`src/rtl/bubble_pkg.sv`:
```
// Shared types and constants for the bubble spawn scheduler.
// Holds the spawn descriptor layout, the FSM encoding and the geometry/colour constants.
package bubble_pkg;

    localparam int unsigned LFSR_W  = 34;
    localparam int unsigned COORD_W = 11;
    localparam int unsigned COL_W   = 8;
    localparam int unsigned BAND_W  = 4;
    localparam int unsigned N_BANDS = 16;
    localparam int unsigned ACC_W   = 8;

    localparam int unsigned BUBBLE_H_ACTIVE   = 640;
    localparam int unsigned BUBBLE_V_ACTIVE   = 480;
    localparam int unsigned BUBBLE_MIN_RADIUS = 45;

    // Band that drives the radius in each horizontal quarter of the screen
    localparam int unsigned BAND_Q0 = 1;
    localparam int unsigned BAND_Q1 = 5;
    localparam int unsigned BAND_Q2 = 9;
    localparam int unsigned BAND_Q3 = 13;

    localparam int unsigned COLOUR_SLOPE = 51;

    typedef struct packed {
        logic [COORD_W-1:0] x;
        logic [COORD_W-1:0] y;
        logic [COORD_W-1:0] rad;
        logic [COL_W-1:0]   r;
        logic [COL_W-1:0]   g;
        logic [COL_W-1:0]   b;
    } spawn_t;

    typedef enum logic [1:0] {
        ST_IDLE  = 2'd0,
        ST_SUM   = 2'd1,
        ST_GEN   = 2'd2,
        ST_OFFER = 2'd3
    } state_t;

endpackage

```
`src/rtl/bubble_lfsr.sv`:
```
// Free-running 34-bit Fibonacci LFSR (taps 34,27,2,1), seeded with 1.
// Advances every cycle; the whole state is exposed as the random word.
module bubble_lfsr
    import bubble_pkg::*;
(
    input  logic              i_clk,
    input  logic              i_rst,
    output logic [LFSR_W-1:0] o_state
);

    logic [LFSR_W-1:0] lfsr_q;
    logic [LFSR_W-1:0] lfsr_d;

    always_comb begin
        lfsr_d = {lfsr_q[LFSR_W-2:0], lfsr_q[33] ^ lfsr_q[26] ^ lfsr_q[1] ^ lfsr_q[0]};
    end

    always_ff @(posedge i_clk or posedge i_rst) begin
        if (i_rst) begin
            lfsr_q <= LFSR_W'(1);
        end else begin
            lfsr_q <= lfsr_d;
        end
    end

    assign o_state = lfsr_q;

endmodule

```
`src/rtl/bubble_spawn_scheduler.sv`:
```
// Frame-synchronous bubble spawn and colour-decay scheduler.
// Evaluates spectrum energy at vertical blanking and offers one spawn descriptor over valid/ready.
module bubble_spawn_scheduler
    import bubble_pkg::*;
#(
    parameter int unsigned SPAWN_FRAMES = 2,
    parameter int unsigned DECAY_FRAMES = 1,
    parameter int unsigned MIN_RADIUS   = BUBBLE_MIN_RADIUS,
    parameter int unsigned H_ACTIVE     = BUBBLE_H_ACTIVE,
    parameter int unsigned V_ACTIVE     = BUBBLE_V_ACTIVE
) (
    input  logic                           i_clk,
    input  logic                           i_rst,
    input  logic                           i_frame_start,
    input  logic                           i_enable,
    input  logic [N_BANDS-1:0][BAND_W-1:0] i_DATA,
    output logic                           o_spawn_valid,
    input  logic                           i_spawn_ready,
    output logic [COORD_W-1:0]             o_spawn_x,
    output logic [COORD_W-1:0]             o_spawn_y,
    output logic [COORD_W-1:0]             o_spawn_rad,
    output logic [COL_W-1:0]               o_spawn_r,
    output logic [COL_W-1:0]               o_spawn_g,
    output logic [COL_W-1:0]               o_spawn_b,
    output logic                           o_decay_tick,
    output logic                           o_busy
);

    localparam int unsigned SPAWN_CNT_W = $clog2(SPAWN_FRAMES + 1);
    localparam int unsigned DECAY_CNT_W = $clog2(DECAY_FRAMES + 1);
    localparam int unsigned QUARTER     = H_ACTIVE / 4;

    state_t                          state_q, state_d;
    logic [1:0]                      sum_idx_q, sum_idx_d;
    logic [ACC_W-1:0]                acc_q, acc_d;
    logic [N_BANDS-1:0][BAND_W-1:0]  data_q, data_d;
    logic [LFSR_W-1:0]               rnd_q, rnd_d;
    spawn_t                          spawn_q, spawn_d;
    logic                            spawn_valid_q, spawn_valid_d;
    logic                            decay_tick_q, decay_tick_d;
    logic                            busy_q, busy_d;
    logic [SPAWN_CNT_W-1:0]          spawn_cnt_q, spawn_cnt_d;
    logic [DECAY_CNT_W-1:0]          decay_cnt_q, decay_cnt_d;

    logic [LFSR_W-1:0]  lfsr_state;
    logic [ACC_W-1:0]   group_sum_c;
    logic [ACC_W-1:0]   acc_sum_c;
    spawn_t             desc_c;
    logic [COORD_W-1:0] x_c;
    logic [COORD_W-1:0] y_c;
    logic [COORD_W-1:0] term_c;
    logic [BAND_W-1:0]  band_c;
    logic [1:0]         quarter_c;
    logic [15:0]        prod_c;
    logic [COL_W-1:0]   slope_c;
    logic               spawn_due_c;
    logic               unused_rnd_c;

    bubble_lfsr u_lfsr (
        .i_clk   (i_clk),
        .i_rst   (i_rst),
        .o_state (lfsr_state)
    );

    // Bits of the snapshot between the radius jitter and the threshold byte carry no meaning
    assign unused_rnd_c = ^rnd_q[25:24];

    // Partial sum of the four bands selected by the SUM beat index
    always_comb begin
        group_sum_c = '0;
        for (int k = 0; k < 4; k++) begin
            group_sum_c = group_sum_c + ACC_W'(data_q[{sum_idx_q, 2'(k)}]);
        end
        acc_sum_c = acc_q + group_sum_c;
    end

    // Descriptor derived from the snapshot: position, quarter colour ramp and radius
    always_comb begin
        x_c = COORD_W'(rnd_q[9:0]);
        if (x_c >= COORD_W'(H_ACTIVE)) begin
            x_c = x_c - COORD_W'(512);
        end
        y_c = COORD_W'(rnd_q[18:10]);
        if (y_c >= COORD_W'(V_ACTIVE)) begin
            y_c = y_c - COORD_W'(256);
        end

        quarter_c = 2'd3;
        band_c    = data_q[BAND_Q3];
        term_c    = COORD_W'(H_ACTIVE - 1) - x_c;
        if (x_c < COORD_W'(QUARTER)) begin
            quarter_c = 2'd0;
            band_c    = data_q[BAND_Q0];
            term_c    = x_c;
        end else if (x_c < COORD_W'(2 * QUARTER)) begin
            quarter_c = 2'd1;
            band_c    = data_q[BAND_Q1];
            term_c    = COORD_W'(2 * QUARTER - 1) - x_c;
        end else if (x_c < COORD_W'(3 * QUARTER)) begin
            quarter_c = 2'd2;
            band_c    = data_q[BAND_Q2];
            term_c    = x_c - COORD_W'(2 * QUARTER);
        end

        prod_c  = 16'(COLOUR_SLOPE) * 16'(term_c);
        slope_c = COL_W'(prod_c >> 5);

        desc_c     = '0;
        desc_c.x   = x_c;
        desc_c.y   = y_c;
        desc_c.rad = COORD_W'(MIN_RADIUS) + (COORD_W'(band_c) << 2) + COORD_W'(rnd_q[23:19]);
        case (quarter_c)
            2'd0: begin
                desc_c.r = 8'hFF;
                desc_c.g = slope_c;
            end
            2'd1: begin
                desc_c.r = slope_c;
                desc_c.g = 8'hFF;
            end
            2'd2: begin
                desc_c.g = 8'hFF;
                desc_c.b = slope_c;
            end
            default: begin
                desc_c.g = slope_c;
                desc_c.b = 8'hFF;
            end
        endcase
    end

    // Frame counters, decay pulse and spawn FSM next-state
    always_comb begin
        state_d       = state_q;
        sum_idx_d     = sum_idx_q;
        acc_d         = acc_q;
        data_d        = data_q;
        rnd_d         = rnd_q;
        spawn_d       = spawn_q;
        spawn_valid_d = spawn_valid_q;
        spawn_cnt_d   = spawn_cnt_q;
        decay_cnt_d   = decay_cnt_q;

        spawn_due_c  = i_frame_start && (spawn_cnt_q == '0);
        decay_tick_d = i_frame_start && (decay_cnt_q == '0);

        if (i_frame_start) begin
            spawn_cnt_d = (spawn_cnt_q == SPAWN_CNT_W'(SPAWN_FRAMES - 1)) ? '0
                        : spawn_cnt_q + SPAWN_CNT_W'(1);
            decay_cnt_d = (decay_cnt_q == DECAY_CNT_W'(DECAY_FRAMES - 1)) ? '0
                        : decay_cnt_q + DECAY_CNT_W'(1);
        end

        case (state_q)
            ST_IDLE: begin
                if (spawn_due_c && i_enable) begin
                    state_d   = ST_SUM;
                    data_d    = i_DATA;
                    rnd_d     = lfsr_state;
                    acc_d     = '0;
                    sum_idx_d = '0;
                end
            end
            ST_SUM: begin
                acc_d     = acc_sum_c;
                sum_idx_d = sum_idx_q + 2'd1;
                if (sum_idx_q == 2'd3) begin
                    state_d = (acc_sum_c > rnd_q[33:26]) ? ST_GEN : ST_IDLE;
                end
            end
            ST_GEN: begin
                spawn_d       = desc_c;
                spawn_valid_d = 1'b1;
                state_d       = ST_OFFER;
            end
            ST_OFFER: begin
                if (i_spawn_ready) begin
                    spawn_valid_d = 1'b0;
                    state_d       = ST_IDLE;
                end
            end
            default: begin
                state_d = ST_IDLE;
            end
        endcase

        busy_d = (state_d != ST_IDLE);
    end

    always_ff @(posedge i_clk or posedge i_rst) begin
        if (i_rst) begin
            state_q       <= ST_IDLE;
            sum_idx_q     <= '0;
            acc_q         <= '0;
            data_q        <= '0;
            rnd_q         <= '0;
            spawn_q       <= '0;
            spawn_valid_q <= 1'b0;
            decay_tick_q  <= 1'b0;
            busy_q        <= 1'b0;
            spawn_cnt_q   <= '0;
            decay_cnt_q   <= '0;
        end else begin
            state_q       <= state_d;
            sum_idx_q     <= sum_idx_d;
            acc_q         <= acc_d;
            data_q        <= data_d;
            rnd_q         <= rnd_d;
            spawn_q       <= spawn_d;
            spawn_valid_q <= spawn_valid_d;
            decay_tick_q  <= decay_tick_d;
            busy_q        <= busy_d;
            spawn_cnt_q   <= spawn_cnt_d;
            decay_cnt_q   <= decay_cnt_d;
        end
    end

    assign o_spawn_valid = spawn_valid_q;
    assign o_spawn_x     = spawn_q.x;
    assign o_spawn_y     = spawn_q.y;
    assign o_spawn_rad   = spawn_q.rad;
    assign o_spawn_r     = spawn_q.r;
    assign o_spawn_g     = spawn_q.g;
    assign o_spawn_b     = spawn_q.b;
    assign o_decay_tick  = decay_tick_q;
    assign o_busy        = busy_q;

endmodule
```
`config.mk`:
```
export PLATFORM = sky130hd
export DESIGN_NAME = bubble_spawn_scheduler
export DESIGN_NICKNAME = d
export VERILOG_FILES = /design/src/rtl/bubble_pkg.sv /design/src/rtl/bubble_lfsr.sv /design/src/rtl/bubble_spawn_scheduler.sv
export SDC_FILE = /design/constraint.sdc
export NUM_CORES = 1
export LEC_CHECK = 0
export BUFFER_PORTS_ARGS = -buffer_cell sky130_fd_sc_hd__buf_4
export CELL_PAD_IN_SITES_DETAIL_PLACEMENT = 0
export CELL_PAD_IN_SITES_GLOBAL_PLACEMENT = 1
export CORE_UTILIZATION = 50
export DETAILED_ROUTE_END_ITERATION = 8
export GPL_ROUTABILITY_DRIVEN = 1
export PLACE_DENSITY = 0.95
export SETUP_SLACK_MARGIN = 0.3
export SLEW_MARGIN = 20
export SYNTH_ARGS = -nofsm -noshare
export SYNTH_HDL_FRONTEND = slang
export SYNTH_SLANG_ARGS = --single-unit
```
`constraint.sdc`:
```
create_clock -name i_clk -period 11.15 [get_ports i_clk]
set_input_delay 2.23 -clock i_clk [delete_from_list [all_inputs] [get_ports i_clk]]
set_output_delay 2.23 -clock i_clk [all_outputs]
set_load 0.03 [all_outputs]
```
==> flow_summary_export.csv, run 1 <==
group,metric,value,unit
logic_synthesis,synth_area,10100,sq um
floorplan,dieHeight,144,microns
global_route,grt_max_degree,124,
floorplan,fp.dieW,144,microns
placement,dpl.hpwl,14800,microns
logic_synthesis,synth_warnings,0,
drt,drc,0,
timing,fmax,156,MHz
logic_synthesis,ys_top_cells_by_area,"dfrtp_1, mux2_2, ha_1",
setup_path,crit_arrival,6700,ps
timing,rsz0062_at_grt,"false",
clocking,htree_levels,4,
hold_path,min_from,"u_lfsr.o_state[24]$_DFF_PP0_",
layout,drive_above_1_share,28.8,%
clocking,clockBufferDepth,2,
setup_path,cpPeakStageDelay,720,ps
drt,first_pass_iters,4,
layout,layout_common_cells,"dfrtp_1, buf_4, nand2_1",
hold_path,min_path_type,"reg -> reg",
floorplan,dieArea,20800,sq um
setup_path,critPathTopFamily,"simple AND/OR/NAND/NOR gates",
clocking,cts_tree,"built",
setup_path,crit_top_cell,"ha_1",
setup_path,path_depth,19,
run_status,outcome,"complete, no violations",
global_route,grt.overflow.total,0,
flow_run,cap_violations,0,
setup_path,rr_worst_depth,19,
clocking,post_cts_buffers,0,
clocking,cts-resized-gates,0,
power_and_ir_drop,clkPwrFrac,15.2,%
logic_synthesis,synth_cell_types,58,
timing,maxSlewViolCount,0,
floorplan,core-area,19700,sq um
power_and_ir_drop,p_int,2.35,mW
setup_path,crit_end,"o_spawn_r[7]$_DFFE_PP0P_",
logic_synthesis,ys.flop_type,"dfrtp_1",
timing,tightest_slew,966,ps
setup_path,required,11460,ps
clocking,clkLatencyLatePin,440,ps
setup_path,critical_path.startpoint,"rnd_q[8]$_DFFE_PP0P_",
timing,post-route-period-util,57.3,%
floorplan,ios,129,
setup_path,critPathLaunchType,"register",
timing,tns,0,ps
logic_synthesis,async_flop_share,100,%
power_and_ir_drop,seqPwrFrac,26.0,%
power_and_ir_drop,p_sw_share,42.1,%
clocking,clkTransAtPathRegs,80,ps
global_route,grtUsageTotal,20.9,%
logic_synthesis,yosys_register_bits,200,
timing,setup_viol,0,
setup_path,path_class,"reg -> reg",
drt,via_per_inst,5.28,
setup_path,critical_path.max_fanout,15,
timing,hold_violations,0,
timing,skew,12.2,ps
timing,max_slew_margin,35.6,%
clocking,cts_sinks,200,
layout,mostFrequentLayoutCell,"dfrtp_1",
floorplan,num_rows,51,
logic_synthesis,avgSynthCellArea,11.6,sq um
layout,finalCoreUtilization,60.4,%
power_and_ir_drop,p_comb_share,58.9,%
global_route,grt_pass1_vias,6556,
layout,fin_nets,1130,
clocking,cts_made_buffers,17,
power_and_ir_drop,cellLeakagePower,5.89,nW
setup_path,rr_startpoint,"rnd_q[8]$_DFFE_PP0P_",
logic_synthesis,synth_top_cell_area_share,49.3,%
power_and_ir_drop,p_per_area,342,nW/um^2
drt,drt_iter0_markers,325,
clocking,ctsHoldBuffers,0,
setup_path,cp_num_buf_inv,2,
floorplan,initial_utilization,51.4,%
drt,wl_per_cell,16.3,microns
setup_path,rr_endpoint,"o_spawn_r[7]$_DFFE_PP0P_",
setup_path,crit_path_end_kind,"register",
layout,syn_to_final_growth,17.5,%
power_and_ir_drop,peakVddDrop,0.377,mV
placement,finalWeightedCongestion,0.854,
logic_synthesis,netlist_instances,869,
placement,port_buffers,125,
drt,ant_nets,0,
setup_path,reg2reg_slack,4760,ps
timing,min_period,6390,ps
drt,postRouteWirelength,20600,microns
logic_synthesis,synth_seq_area_share,49.6,%
logic_synthesis,synth_top_cell_by_area,"dfrtp_1",
drt,num_vias,6650,
setup_path,crit_path_cell_trace,"inv_1 > ha_1 > nand4b_1 > or3_1 > a31oi_1 > ha_1 > o21ai_2 > and2_1 > nor2_1 > a21oi_1 > fa_1 > inv_1 > fa_1 > ha_1 > a21oi_1 > o21bai_1 > a221o_1 > and4b_1 > or3_1",
setup_path,crit_slowest_cell,"nor2_1",
global_route,antenna_found_initial,2,
logic_synthesis,synth-edff-count,0,
power_and_ir_drop,p_sw,1.71,mW
global_route,grt_pass1_wl,33100,microns
clocking,cts_root_buffer,"clkbuf_16",
cell families (layout without fill, tap and decap cells):
| logic type | Yosys count | after routing | synth area share [%] |
|---|---|---|---|
| xor gates and xnor gates | 28 | 28 | 2.43 |
| DFF | 200 | 200 | 49.6 |
| other | 1 | 4 | 0.0371 |
| and+or+nand+nor | 180 | 180 | 7.82 |
| muxes | 121 | 121 | 15.2 |
| buffers and inverters | 133 | 255 | 5.18 |
| AOI/OAI and AO/OA | 125 | 125 | 7.96 |
| adders and majority gates | 81 | 81 | 11.8 |
flip-flops by register name, summed over array words and instances (netlist names), 8 cells and up:
name            flops
o_spawn_y          10
o_spawn_g           8
rnd_q              32
o_spawn_x          11
data_q             64
o_spawn_rad         8
u_lfsr.o_state     34
o_spawn_b           8
o_spawn_r           8
acc_q               8
how the worst min path moves through the flow:
stage | to | slack [ps] | depth (start not counted)
after floorplan | u_lfsr.o_state[25]$_DFF_PP0_ | 330 | 0
after global placement | u_lfsr.o_state[25]$_DFF_PP0_ | 340 | 0
after detailed placement | u_lfsr.o_state[25]$_DFF_PP0_ | 350 | 0
after CTS | u_lfsr.o_state[26]$_DFF_PP0_ | 360 | 0
after global routing | u_lfsr.o_state[7]$_DFF_PP0_ | 380 | 0
final | u_lfsr.o_state[25]$_DFF_PP0_ | 360 | 0
cells in the mapped netlist (all sizes together), types with 12 or more instances:
cell type / count
dfrtp: 199
nand2: 104
mux2: 96
inv: 92
ha: 57
o21ai: 53
clkbuf: 29
a21oi: 24
fa: 24
nor2: 24
nand3: 21
mux4: 16
xnor2: 15
xor2: 13
buf: 12
metal layers:
metal,wire length (microns),up-vias,GRT usage [%]
met5,13,-,0
met4,349,2,7.33
met3,852,30,4.21
met2,9600,141,32.3
met1,9760,3310,29.2
li1,-,3167,-
power groups by stage:
stage               logic [mW]  clock network, mW  registers [mW]
finish                    2.39              0.615            1.05
detailed placement        2.38                  0            1.07
global route              2.73              0.653            1.07
CTS                       2.41              0.624            1.05
global placement          2.28                  0            1.05
floorplan                 1.74                  0            1.11
final cells by class:
class	count	area, sq um
diodes	1	2.50
clock buffers	19	433
clock inverters	13	163
fillers	1573	7790
inverters	92	353
multi-input cells	538	4590
flip-flops and latches	200	5010
well taps	265	332
repair buffers	131	983
metrics by stage:
step | hold slack, ps | setup WS [ps] | instance area (sq um) | std cells | power (mW)
final | 357 | 4760 | 11900 | 1259 | 4.06
after CTS | 364 | 4820 | 11900 | 1258 | 4.09
after global routing | 377 | 4310 | 11900 | 1258 | 4.45
after floorplan | 331 | 3470 | 10100 | 871 | 2.85
after detailed placement | 346 | 4830 | 11300 | 1226 | 3.44
after global placement | 336 | 5020 | 11300 | 1226 | 3.34
worst register-to-register path, stage by stage, from the launching register on:
cell      delay [ps]
dfrtp_1          470
inv_1            220
ha_1             200
nand4b_1         100
or3_1            310
a31oi_1          230
ha_1             280
o21ai_2          230
and2_1           310
nor2_1           720
a21oi_1          290
fa_1             580
inv_1             50
fa_1             470
ha_1             400
a21oi_1          290
o21bai_1         130
a221o_1          430
and4b_1          220
or3_1            350
No activity file was read; power rests on OpenSTA's default activity.
==> run 2: changes to the inputs <==
--- a/config.mk
+++ b/config.mk
@@ -8,10 +8,10 @@
 export BUFFER_PORTS_ARGS = -buffer_cell sky130_fd_sc_hd__buf_4
 export CELL_PAD_IN_SITES_DETAIL_PLACEMENT = 0
 export CELL_PAD_IN_SITES_GLOBAL_PLACEMENT = 1
-export CORE_UTILIZATION = 50
+export CORE_UTILIZATION = 42
 export DETAILED_ROUTE_END_ITERATION = 8
 export GPL_ROUTABILITY_DRIVEN = 1
-export PLACE_DENSITY = 0.95
+export PLACE_DENSITY = 0.88
 export SETUP_SLACK_MARGIN = 0.3
 export SLEW_MARGIN = 20
 export SYNTH_ARGS = -nofsm -noshare
==> constraint.sdc (replaced) <==
create_clock -name i_clk -period 5.3 [get_ports i_clk]
set_input_delay 1.06 -clock i_clk [delete_from_list [all_inputs] [get_ports i_clk]]
set_output_delay 1.06 -clock i_clk [all_outputs]
set_load 0.03 [all_outputs]
==> flow_summary_export.csv, run 2 (synthesized netlist as in run 1, its figures left out) <==
group,metric,value,unit
run_status,outcome,"complete, no violations",
setup_path,crit_end,"o_spawn_r[7]$_DFFE_PP0P_",
layout,fillers,1944,
drt,first_pass_iters,5,
global_route,grt.overflow.total,0,
clocking,ctsHoldBuffers,0,
power_and_ir_drop,peakVddDrop,0.759,mV
drt,drt_iter0_markers,314,
layout,regMostFlops,"data_q",
timing,min_period,5280,ps
flow_run,cap_violations,0,
timing,setup_viol,0,
setup_path,critPathLaunchType,"register",
layout,layout_common_cells,"dfrtp_1, buf_4, nand2_1",
power_and_ir_drop,p_total,9.05,mW
timing,max_slew_margin,36.4,%
global_route,grt_max_degree,120,
layout,stdcell_area,13000,sq um
power_and_ir_drop,cellLeakagePower,6.32,nW
drt,wl_per_cell,16.6,microns
timing,fin_ws,19.2,ps
drt,num_vias,6978,
drt,drc,0,
setup_path,crit_top_cell,"ha_4",
floorplan,ios,129,
global_route,grt_pass1_wl,35800,microns
clocking,clockBufferDepth,2,
layout,fin_nets,1200,
setup_path,reg2reg_slack,20,ps
clocking,cts_root_buffer,"clkbuf_16",
timing,post-route-period-util,99.6,%
setup_path,cp_num_buf_inv,4,
global_route,grt_pass1_vias,6886,
timing,hold_violations,0,
power_and_ir_drop,p_per_area,696,nW/um^2
layout,mostFrequentLayoutCell,"dfrtp_1",
layout,stdcell_count,1382,
timing,hold_ws,363,ps
setup_path,required,5620,ps
setup_path,crit_path_cell_trace,"inv_2 > ha_4 > nand4b_1 > or3_4 > a31oi_4 > ha_4 > buf_12 > a21boi_4 > mux2i_1 > o22a_1 > ha_4 > inv_2 > fa_1 > fa_1 > inv_2 > ha_4 > a21oi_4 > o22ai_4 > a221o_1 > and4b_1 > or3_1",
timing,fmax,189,MHz
placement,dpl.hpwl,16000,microns
floorplan,dieArea,24700,sq um
timing,rsz0062_at_grt,"true",
timing,skew,10.8,ps
layout,syn_to_final_growth,28.8,%
clocking,cts_made_buffers,17,
clocking,clkTransAtPathRegs,70,ps
setup_path,critical_path.startpoint,"rnd_q[4]$_DFFE_PP0P_",
placement,place_inst,1311,
timing,tightest_slew,944,ps
setup_path,path_class,"reg -> reg",
drt,ant_nets,0,
setup_path,rr_startpoint,"rnd_q[4]$_DFFE_PP0P_",
layout,antenna_cells,0,
setup_path,critical_path.max_fanout,5,
global_route,grtUsageTotal,18.7,%
floorplan,fp.dieW,157,microns
clocking,htree_levels,4,
setup_path,path_depth,21,
setup_path,rr_endpoint,"o_spawn_r[7]$_DFFE_PP0P_",
floorplan,dieHeight,157,microns
timing,maxSlewViolCount,0,
setup_path,crit_arrival,5600,ps
placement,finalWeightedCongestion,0.840,
clocking,clkLatencyLatePin,440,ps
setup_path,critPathTopFamily,"adder cells",
drt,via_per_inst,5.05,
setup_path,rr_worst_depth,21,
floorplan,num_rows,56,
clocking,cts_tree,"built",
placement,placed_area,11800,sq um
clocking,cts_sinks,200,
setup_path,cpPeakStageDelay,570,ps
floorplan,initial_utilization,42.9,%
setup_path,crit_slowest_cell,"fa_1",
layout,drive_above_1_share,40.0,%
hold_path,min_path_type,"reg -> reg",
drt,postRouteWirelength,23000,microns
floorplan,core-area,23500,sq um
setup_path,crit_path_end_kind,"register",
layout,largest_reg_flops,64,
placement,port_buffers,125,
placement,post-place-ws,-46.3,ps
global_route,antenna_found_initial,0,
-- run 2: what timing repair did --
item                       4_1_cts  5_1_grt
pin swaps                       18       50
setup endpoints to repair       20       20
buffers inserted                10       27
resized for setup               18       57
cloned                           1        1
-- run 2: worst register-to-register path: stages, from the launching register on --
cell      delay [ps]
dfrtp_1          410
inv_2             90
ha_4             120
nand4b_1          80
or3_4            340
a31oi_4          250
ha_4             260
buf_12           130
a21boi_4         250
mux2i_1          130
o22a_1           240
ha_4             300
inv_2             40
fa_1             470
fa_1             570
inv_2             50
ha_4             240
a21oi_4          170
o22ai_4          100
a221o_1          370
and4b_1          200
or3_1            360
-- run 2: power by group --
group	total [mW]	internal, mW	switching [mW]
clock	1.30	0.671	0.624
combinational	5.55	2.69	2.86
sequential	2.20	1.94	0.261
total	9.05	5.30	3.75
-- run 2: area by class of cell --
cell class	count	area, sq um	area share, %
Multi-Input combinational cell	539	5050	38.9
Sequential cell	200	5010	38.5
Tap cell	319	399	3.07
Clock buffer	18	429	3.30
Clock inverter	14	159	1.22
Timing Repair Buffer	200	1600	12.3
Inverter	92	352	2.70
-- run 2: how the worst min path moves through the flow --
stage                            startpoint                      endpoint  depth (start not counted)
4_1_cts        u_lfsr.o_state[25]$_DFF_PP0_  u_lfsr.o_state[26]$_DFF_PP0_                          0
3_5_place_dp   u_lfsr.o_state[25]$_DFF_PP0_  u_lfsr.o_state[26]$_DFF_PP0_                          0
2_1_floorplan  u_lfsr.o_state[24]$_DFF_PP0_  u_lfsr.o_state[25]$_DFF_PP0_                          0
6_report       u_lfsr.o_state[25]$_DFF_PP0_  u_lfsr.o_state[26]$_DFF_PP0_                          0
5_1_grt        u_lfsr.o_state[25]$_DFF_PP0_  u_lfsr.o_state[26]$_DFF_PP0_                          0
3_3_place_gp   u_lfsr.o_state[25]$_DFF_PP0_  u_lfsr.o_state[26]$_DFF_PP0_                          0
-- run 2: layer usage --
layer	up-vias	wire length (microns)	track usage, %
li1	3312	-	-
met1	3452	10700	26.4
met2	173	10800	28.6
met3	41	1040	4.21
met4	0	452	6.24
met5	-	0	0
-- run 2: stage by stage --
stage          utilization [%]  setup TNS [ps]
6_report                  55.2               0
5_1_grt                   55.2            -285
4_1_cts                   53.2               0
3_5_place_dp              50.0           -48.6
3_3_place_gp              50.0               0
2_1_floorplan                -               0
==> run 3: changes to the inputs <==
--- a/config.mk
+++ b/config.mk
@@ -12,7 +12,7 @@
 export DETAILED_ROUTE_END_ITERATION = 8
 export GPL_ROUTABILITY_DRIVEN = 1
 export PLACE_DENSITY = 0.88
-export SETUP_SLACK_MARGIN = 0.3
+export SETUP_SLACK_MARGIN = 0.05
 export SLEW_MARGIN = 20
 export SYNTH_ARGS = -nofsm -noshare
 export SYNTH_HDL_FRONTEND = slang
==> flow_summary_export.csv, run 3 (synthesized netlist as in run 1, its figures left out) <==
group,metric,value,unit
drt,drt_iter0_markers,352,
layout,syn_to_final_growth,25.1,%
layout,fillers,2079,
layout,largest_reg_flops,64,
drt,drc,0,
global_route,grt_pass1_wl,35800,microns
layout,regMostFlops,"data_q",
floorplan,ios,129,
floorplan,core-area,23500,sq um
clocking,cts_made_buffers,17,
clocking,htree_levels,4,
hold_path,min_path_type,"reg -> reg",
power_and_ir_drop,p_per_area,686,nW/um^2
setup_path,path_class,"reg -> reg",
setup_path,crit_arrival,5430,ps
layout,drive_above_1_share,35.9,%
timing,fin_ws,190,ps
timing,maxSlewViolCount,0,
global_route,grt.overflow.total,0,
drt,postRouteWirelength,22000,microns
floorplan,num_rows,56,
drt,first_pass_iters,5,
global_route,grt_max_degree,133,
layout,antenna_cells,0,
drt,via_per_inst,4.97,
clocking,cts_root_buffer,"clkbuf_16",
placement,finalWeightedCongestion,0.834,
floorplan,fp.dieW,157,microns
power_and_ir_drop,p_sw,3.62,mW
timing,setup_viol,0,
layout,layout_common_cells,"dfrtp_1, buf_4, nand2_1",
layout,stdcell_area,12600,sq um
timing,post-route-period-util,96.4,%
timing,hold_violations,0,
drt,wl_per_cell,16.1,microns
placement,placed_area,11800,sq um
drt,ant_nets,0,
placement,post-place-ws,22.4,ps
drt,num_vias,6768,
clocking,clkTransAtPathRegs,70,ps
layout,mostFrequentLayoutCell,"dfrtp_1",
clocking,clockBufferDepth,2,
timing,tightest_slew,1030,ps
flow_run,cap_violations,0,
floorplan,initial_utilization,42.9,%
timing,fmax,196,MHz
power_and_ir_drop,p_int,5.05,mW
power_and_ir_drop,p_comb_share,59.9,%
clocking,cts_tree,"built",
clocking,cts_sinks,200,
power_and_ir_drop,seqPwrFrac,25.3,%
placement,dpl.hpwl,15700,microns
setup_path,critical_path.max_fanout,7,
timing,skew,14.8,ps
clocking,clkLatencyLatePin,450,ps
global_route,grtUsageTotal,18.9,%
layout,finalCoreUtilization,53.7,%
run_status,outcome,"complete, no violations",
placement,port_buffers,125,
floorplan,dieHeight,157,microns
setup_path,critPathLaunchType,"register",
setup_path,crit_path_end_kind,"register",
timing,max_slew_margin,31.2,%
power_and_ir_drop,p_sw_share,41.7,%
timing,rsz0062_at_grt,"true",
power_and_ir_drop,cellLeakagePower,6.18,nW
global_route,antenna_found_initial,0,
timing,min_period,5110,ps
setup_path,required,5620,ps
layout,fin_nets,1180,
floorplan,dieArea,24700,sq um
power_and_ir_drop,clkPwrFrac,14.7,%
power_and_ir_drop,peakVddDrop,0.973,mV
global_route,grt_pass1_vias,6780,
run 3: cell type report:
| type | count | area (sq um) | share of cell area [%] |
|---|---|---|---|
| Inverter | 92 | 352 | 2.78 |
| Clock buffer | 17 | 425 | 3.37 |
| Sequential cell | 200 | 5010 | 39.6 |
| Timing Repair Buffer | 180 | 1410 | 11.1 |
| Tap cell | 319 | 399 | 3.16 |
| Multi-Input combinational cell | 539 | 4880 | 38.6 |
| Clock inverter | 14 | 164 | 1.30 |
run 3: power groups by stage:
| stage | Combinational (mW) | Sequential [mW] | Clock [mW] |
|---|---|---|---|
| after floorplan | 3.66 | 2.33 | 0 |
| after global placement | 5.00 | 2.21 | 0 |
| after detailed placement | 5.09 | 2.23 | 0 |
| after CTS | 5.13 | 2.20 | 1.31 |
| after global routing | 5.96 | 2.25 | 1.36 |
| final | 5.20 | 2.20 | 1.28 |
run 3: path summary, 6_finish.rpt:
check	from	to	slack [ps]	depth (start not counted)
max	rnd_q[8]$_DFFE_PP0P_	o_spawn_r[7]$_DFFE_PP0P_	190	21
min	u_lfsr.o_state[25]$_DFF_PP0_	u_lfsr.o_state[26]$_DFF_PP0_	360	0
max reg2reg	rnd_q[8]$_DFFE_PP0P_	o_spawn_r[7]$_DFFE_PP0P_	190	21
min reg2reg	u_lfsr.o_state[25]$_DFF_PP0_	u_lfsr.o_state[26]$_DFF_PP0_	360	0
max in group asynchronous	i_rst	rnd_q[8]$_DFFE_PP0P_	3830	3
min in group asynchronous	i_rst	o_spawn_y[3]$_DFFE_PP0P_	730	3
run 3: metrics by stage:
step | TNS (ps) | instances | hold slack (ps) | total power, mW
6_report | 0 | 1361 | 358 | 8.67
2_1_floorplan | 0 | 871 | 331 | 5.99
4_1_cts | 0 | 1346 | 357 | 8.63
5_1_grt | -12.4 | 1361 | 373 | 9.57
3_3_place_gp | 0 | 1313 | 337 | 7.21
3_5_place_dp | 0 | 1313 | 340 | 7.32
run 3: repair_timing:
action / CTS / global route
setup endpoints to repair: 2 / 20
pin swaps: 3 / 20
resized for setup: 5 / 24
setup buffers: 1 / 15
cloned: 1 / 0
hold buffers: 0 / 0
endpoints found under the hold margin: 0 / 0
run 3: per-layer routing:
| metal | share of wire [%] | vias up | routed length (microns) | GRT usage, % |
|---|---|---|---|---|
| met2 | 46 | 145 | 10100 | 28.6 |
| met4 | 1.0 | 0 | 230 | 4.81 |
| met3 | 4.1 | 14 | 903 | 3.80 |
| met5 | 0 | - | 0 | 0 |
| met1 | 49 | 3329 | 10700 | 27.7 |
| li1 | - | 3280 | - | - |
run 3: worst max-delay path, stage by stage, from the launching register on:
cell	delay [ps]
dfrtp_2	420
inv_4	60
ha_4	120
nand4b_1	90
or3_4	340
a31oi_4	210
ha_4	240
nand2_1	120
nor2b_4	200
mux2i_1	100
o22a_1	230
ha_4	300
inv_1	50
fa_1	480
fa_1	550
inv_1	70
ha_4	270
a21oi_2	150
o22ai_2	110
a221o_1	340
and4b_1	180
or3_1	370
